--- src/rtl/vga_timing_controller.sv ---
// VGA scan counters plus sync/blank delay line and RGB332 output stage.
// Pins lag pixelX/pixelY by PIPE_DELAY+1 cycles so they line up with RGB_in.
module vga_timing_controller #(
   parameter int unsigned H_VISIBLE  = 640,
   parameter int unsigned H_FRONT    = 16,
   parameter int unsigned H_SYNC     = 96,
   parameter int unsigned H_BACK     = 48,
   parameter int unsigned V_VISIBLE  = 480,
   parameter int unsigned V_FRONT    = 10,
   parameter int unsigned V_SYNC     = 2,
   parameter int unsigned V_BACK     = 33,
   parameter int unsigned PIPE_DELAY = 1
) (
   input  logic        clk,
   input  logic        resetN,
   input  logic [7:0]  RGB_in,
   output logic [10:0] pixelX,
   output logic [10:0] pixelY,
   output logic        startOfFrame,
   output logic        vgaHS,
   output logic        vgaVS,
   output logic        vgaBlankN,
   output logic [3:0]  vgaR,
   output logic [3:0]  vgaG,
   output logic [3:0]  vgaB
);

   localparam int unsigned H_TOTAL = H_VISIBLE + H_FRONT + H_SYNC + H_BACK;
   localparam int unsigned V_TOTAL = V_VISIBLE + V_FRONT + V_SYNC + V_BACK;
   localparam int unsigned TAP     = PIPE_DELAY - 1;

   localparam logic [10:0] H_LAST   = 11'(H_TOTAL - 1);
   localparam logic [10:0] V_LAST   = 11'(V_TOTAL - 1);
   localparam logic [10:0] H_VIS    = 11'(H_VISIBLE);
   localparam logic [10:0] V_VIS    = 11'(V_VISIBLE);
   localparam logic [10:0] HS_START = 11'(H_VISIBLE + H_FRONT);
   localparam logic [10:0] HS_END   = 11'(H_VISIBLE + H_FRONT + H_SYNC);
   localparam logic [10:0] VS_START = 11'(V_VISIBLE + V_FRONT);
   localparam logic [10:0] VS_END   = 11'(V_VISIBLE + V_FRONT + V_SYNC);

   logic [10:0] h_cnt;
   logic [10:0] v_cnt;
   logic        h_last;
   logic        v_last;
   logic        visible;
   logic        hs_raw;
   logic        vs_raw;
   logic        vis_tap;

   logic [PIPE_DELAY-1:0] vis_dly;
   logic [PIPE_DELAY-1:0] hs_dly;
   logic [PIPE_DELAY-1:0] vs_dly;

   assign pixelX = h_cnt;
   assign pixelY = v_cnt;

   always_comb begin
      h_last  = (h_cnt == H_LAST);
      v_last  = (v_cnt == V_LAST);
      visible = (h_cnt < H_VIS) && (v_cnt < V_VIS);
      hs_raw  = !((h_cnt >= HS_START) && (h_cnt < HS_END));
      vs_raw  = !((v_cnt >= VS_START) && (v_cnt < VS_END));
      vis_tap = vis_dly[TAP];
   end

   always_ff @(posedge clk or negedge resetN) begin
      if (!resetN) begin
         h_cnt        <= '0;
         v_cnt        <= '0;
         startOfFrame <= 1'b0;
      end else begin
         // Registered so the pulse coincides with pixelX=0, pixelY=0.
         startOfFrame <= h_last && v_last;
         if (h_last) begin
            h_cnt <= '0;
            v_cnt <= v_last ? '0 : v_cnt + 11'd1;
         end else begin
            h_cnt <= h_cnt + 11'd1;
         end
      end
   end

   always_ff @(posedge clk or negedge resetN) begin
      if (!resetN) begin
         vis_dly <= '0;
         hs_dly  <= '1;
         vs_dly  <= '1;
      end else begin
         vis_dly[0] <= visible;
         hs_dly[0]  <= hs_raw;
         vs_dly[0]  <= vs_raw;
         for (int i = 1; i < int'(PIPE_DELAY); i++) begin
            vis_dly[i] <= vis_dly[i-1];
            hs_dly[i]  <= hs_dly[i-1];
            vs_dly[i]  <= vs_dly[i-1];
         end
      end
   end

   always_ff @(posedge clk or negedge resetN) begin
      if (!resetN) begin
         vgaHS     <= 1'b1;
         vgaVS     <= 1'b1;
         vgaBlankN <= 1'b0;
         vgaR      <= 4'h0;
         vgaG      <= 4'h0;
         vgaB      <= 4'h0;
      end else begin
         vgaHS     <= hs_dly[TAP];
         vgaVS     <= vs_dly[TAP];
         vgaBlankN <= vis_tap;
         // Replicate MSBs so full-scale 3/2-bit codes map to 4'hF.
         vgaR      <= vis_tap ? {RGB_in[7:5], RGB_in[7]}   : 4'h0;
         vgaG      <= vis_tap ? {RGB_in[4:2], RGB_in[4]}   : 4'h0;
         vgaB      <= vis_tap ? {RGB_in[1:0], RGB_in[1:0]} : 4'h0;
      end
   end

endmodule
--- config.mk ---
export PLATFORM = sky130hd
export DESIGN_NAME = vga_timing_controller
export DESIGN_NICKNAME = d
export VERILOG_FILES = /design/src/rtl/vga_timing_controller.sv
export SDC_FILE = /design/constraint.sdc
export NUM_CORES = 1
export LEC_CHECK = 0
export ABC_AREA = 1
export BUFFER_PORTS_ARGS = -buffer_cell sky130_fd_sc_hd__buf_4
export CAP_MARGIN = 20
export CORE_MARGIN = 2
export CORE_UTILIZATION = 52
export CTS_CLUSTER_DIAMETER = 30
export DETAILED_ROUTE_END_ITERATION = 10
export HOLD_SLACK_MARGIN = 0.05
export PLACE_DENSITY = 0.87
export SYNTH_ARGS = -nofsm -noshare
export SYNTH_HDL_FRONTEND = slang
export SYNTH_SLANG_ARGS = --single-unit
--- constraint.sdc ---
create_clock -name clk -period 2 [get_ports clk]
set_clock_uncertainty 0.2 [all_clocks]
set_input_delay 0.2 -clock clk [delete_from_list [all_inputs] [get_ports clk]]
set_output_delay 0.2 -clock clk [all_outputs]
set_load 0.02 [all_outputs]
==> run metrics <==
status completed; GPL Wtd Cong 0.864; Horiz. Die Dim 62.9 um; most frequent cells in the layout nand2_1, buf_4, dfrtp_1; most common cell after layout, fill and taps aside nand2_1; crit path kind reg2reg; Hold Buf Count CTS 9; CP Cell Sequence ha_1, nand2_1, inv_2, nand2_4, inv_1, nand4_1, nand3_1, inv_1; Worst-Margin Slew 453 ps; final hold vios 0; Initial Util 54.0%; Reg2Reg Launch Point pixelX[0]; final setup margin 307 ps; largest net degree at the start of global routing 38; dpl cells 294; area delta synth->final 28.7%; flop-to-flop setup slack 310 ps; Critical Path Start Type register; Syn Inst Count 207; Net Sw Power ~0.29 mW; register bit total from synthesis 37; register area share after synthesis between 50% and 60%; Gate power share approximately 6.6%; post-CTS setup buffer count 0; simple-gate area share of the yosys netlist 30.3%; max-slew violations 0; Layout fillers 255; Synth top area share between 40% and 50%; placed instance area 2170 sq um; Top delay family on crit path simple AND/OR/NAND/NOR gates; Sinks on Clock Net 37; Stages on worst setup path 8; Tot GR Track Use 20.2%; CTS buffer count 5; DRT Wirelength roughly 3600 um; I/O Pins 48; Die Height 62.9 um; initial antenna violation count 0; layout cell share with drive strength beyond 1 between 20 and 30%; Placeable Area 3340 sq um; Yosys cell types 29; CTS root buffer clkbuf_4; slowest stage delay, CP 440 ps; GR Util met3 under 10%; Pwr per Cell Area 541 nW/um^2; pre-CTS setup slack 353 ps; TritonCTS clock tree done; mux cell area share after synthesis 0%; total power 1.26 mW; drt initial violations 64; Internal between 0.9 and 1 mW; Flop pwr share between 60% and 70%; Leak Pwr approximately 1.2 nW; Worst Hold Class in2async; peak supply drop 0.398 mV; Slew HR 69.8%; WP buf/inv 3; Skew-Pair Late Insertion Delay 350 ps; RR Endpoint pixelX[3]; vias in the first global route 1,393; syn_nets 220; Synth Area in XOR/XNOR 3.89%; largest family of logic cells by synthesized area simple AND/OR/NAND/NOR gates; GRT met2 Usage 32.2%; CP required 2050 ps; Detailed Routing Iterations Pass 1 7; final cell count without fillers 311; RSZ-0062 raised after global routing no; Detail Placement HPWL 2470 um; netlist area before placement 1800 sq um; Worst R2R Path Depth 8; DR vias 1,541; critical path's slowest cell dfrtp_1; Tcrit/Tclk final 84.7%; worst-path fanout max 6; Synth Area in Adders around 2.1%; n_diodes 0; syn avg cell area 8.71 sq um; Remaining Overflow, GRT 0; Max Clk Rate 591 MHz; Setup TNS 0 ps; switching fraction of total power 22.7%; post-synthesis compound-gate area fraction 3.12%; first-pass GRT wire length about 6300 um; critical path launch point pixelX[0]; post-CTS sizing 0; crit end category register; Top Usage Layer GRT met2; cell accounting for the most synthesized area dfrtp_1; multi-input logic area just over 700 sq um; Final Util 69.5%; IO Port Bufs 47; Worst-path clk slew around 110 ps; met1 Track Usage GR between 20% and 30%; max cap viols 0; final hold slack 140 ps; post-layout min period 1690 ps; register area 931 sq um; Yosys warning count 0; FP Rows 21; Clock power frac 32.8%; # nets final about 280; # DRC 0; H-tree Lvls 2; Arr. time, crit path 1740 ps; Routed Antenna Nets 0; Via density between 4 and 5; drt wl/cell 11.5 um; Critical Path Most Common Cell inv_1; largest cells by area after synthesis dfrtp_1, nand2_1, dfstp_2, inv_1, nor2_1; Final setup viols 0; final std cell area, no fill between 2000 and 2500 sq um; CTS Buffer Depth 2; Die ar. between 3000 and 4000 sq um
## logic make-up (layout without fill, tap and decap cells)
family | Yosys count | in the layout
AO/OA/AOI/OAI | 10 | 10
XOR/XNOR | 8 | 8
adder cells (fa/ha/maj) | 3 | 3
buffers and inverters | 37 | 95
flip-flops | 37 | 37
AND/OR/NAND/NOR | 112 | 112
## layout make-up
cell class,instances,area share [%]
flip-flops and latches,37,40.1
well taps,46,2.48
repair buffers,57,19.4
multi-input cells,133,30.6
inverters,30,4.85
clock buffers,8,2.54
## cells in the mapped netlist, drive strengths merged
| library cell | number |
|---|---|
| a21oi | 3 |
| a31o | 1 |
| buf | 6 |
| clkbuf | 1 |
| dfrtp | 33 |
| dfstp | 4 |
| ha | 3 |
| inv | 30 |
| nand2 | 54 |
| nand3 | 17 |
| nand3b | 2 |
| nand4 | 8 |
| nor2 | 23 |
| nor3 | 7 |
| nor3b | 1 |
| o21ai | 5 |
| o21bai | 1 |
| xnor2 | 1 |
| xor2 | 7 |
## registers in the layout (all words and copies together) (netlist names)
register,cells
vgaG,3
vgaR,3
vis_dly,1
vgaHS,1
vgaVS,1
hs_dly,1
vgaB,2
vs_dly,1
vgaBlankN,1
pixelX,11
pixelY,11
startOfFrame,1
## power groups by stage
stage	Sequential, mW	Combinational [mW]	Clock [mW]
6_report	0.760	0.0834	0.412
5_1_grt	0.761	0.0908	0.464
4_1_cts	0.759	0.0839	0.420
3_5_place_dp	0.774	0.0697	0
3_3_place_gp	0.773	0.0690	0
2_1_floorplan	0.785	0.0173	0
## worst max-delay path by stage
| stage | to |
|---|---|
| floorplan | pixelY[3] |
| global placement | pixelY[6] |
| detailed placement | pixelY[5] |
| CTS | pixelY[8] |
| global route | pixelY[6] |
| finish | pixelX[3] |
## routing by layer
layer / up-vias / share of wire (%)
met2: 58 / 47
met3: 5 / 6.5
met4: 0 / 0.92
met1: 711 / 46
met5: - / 0
li1: 767 / -
Note: power is estimated with default switching activity, not from simulation.
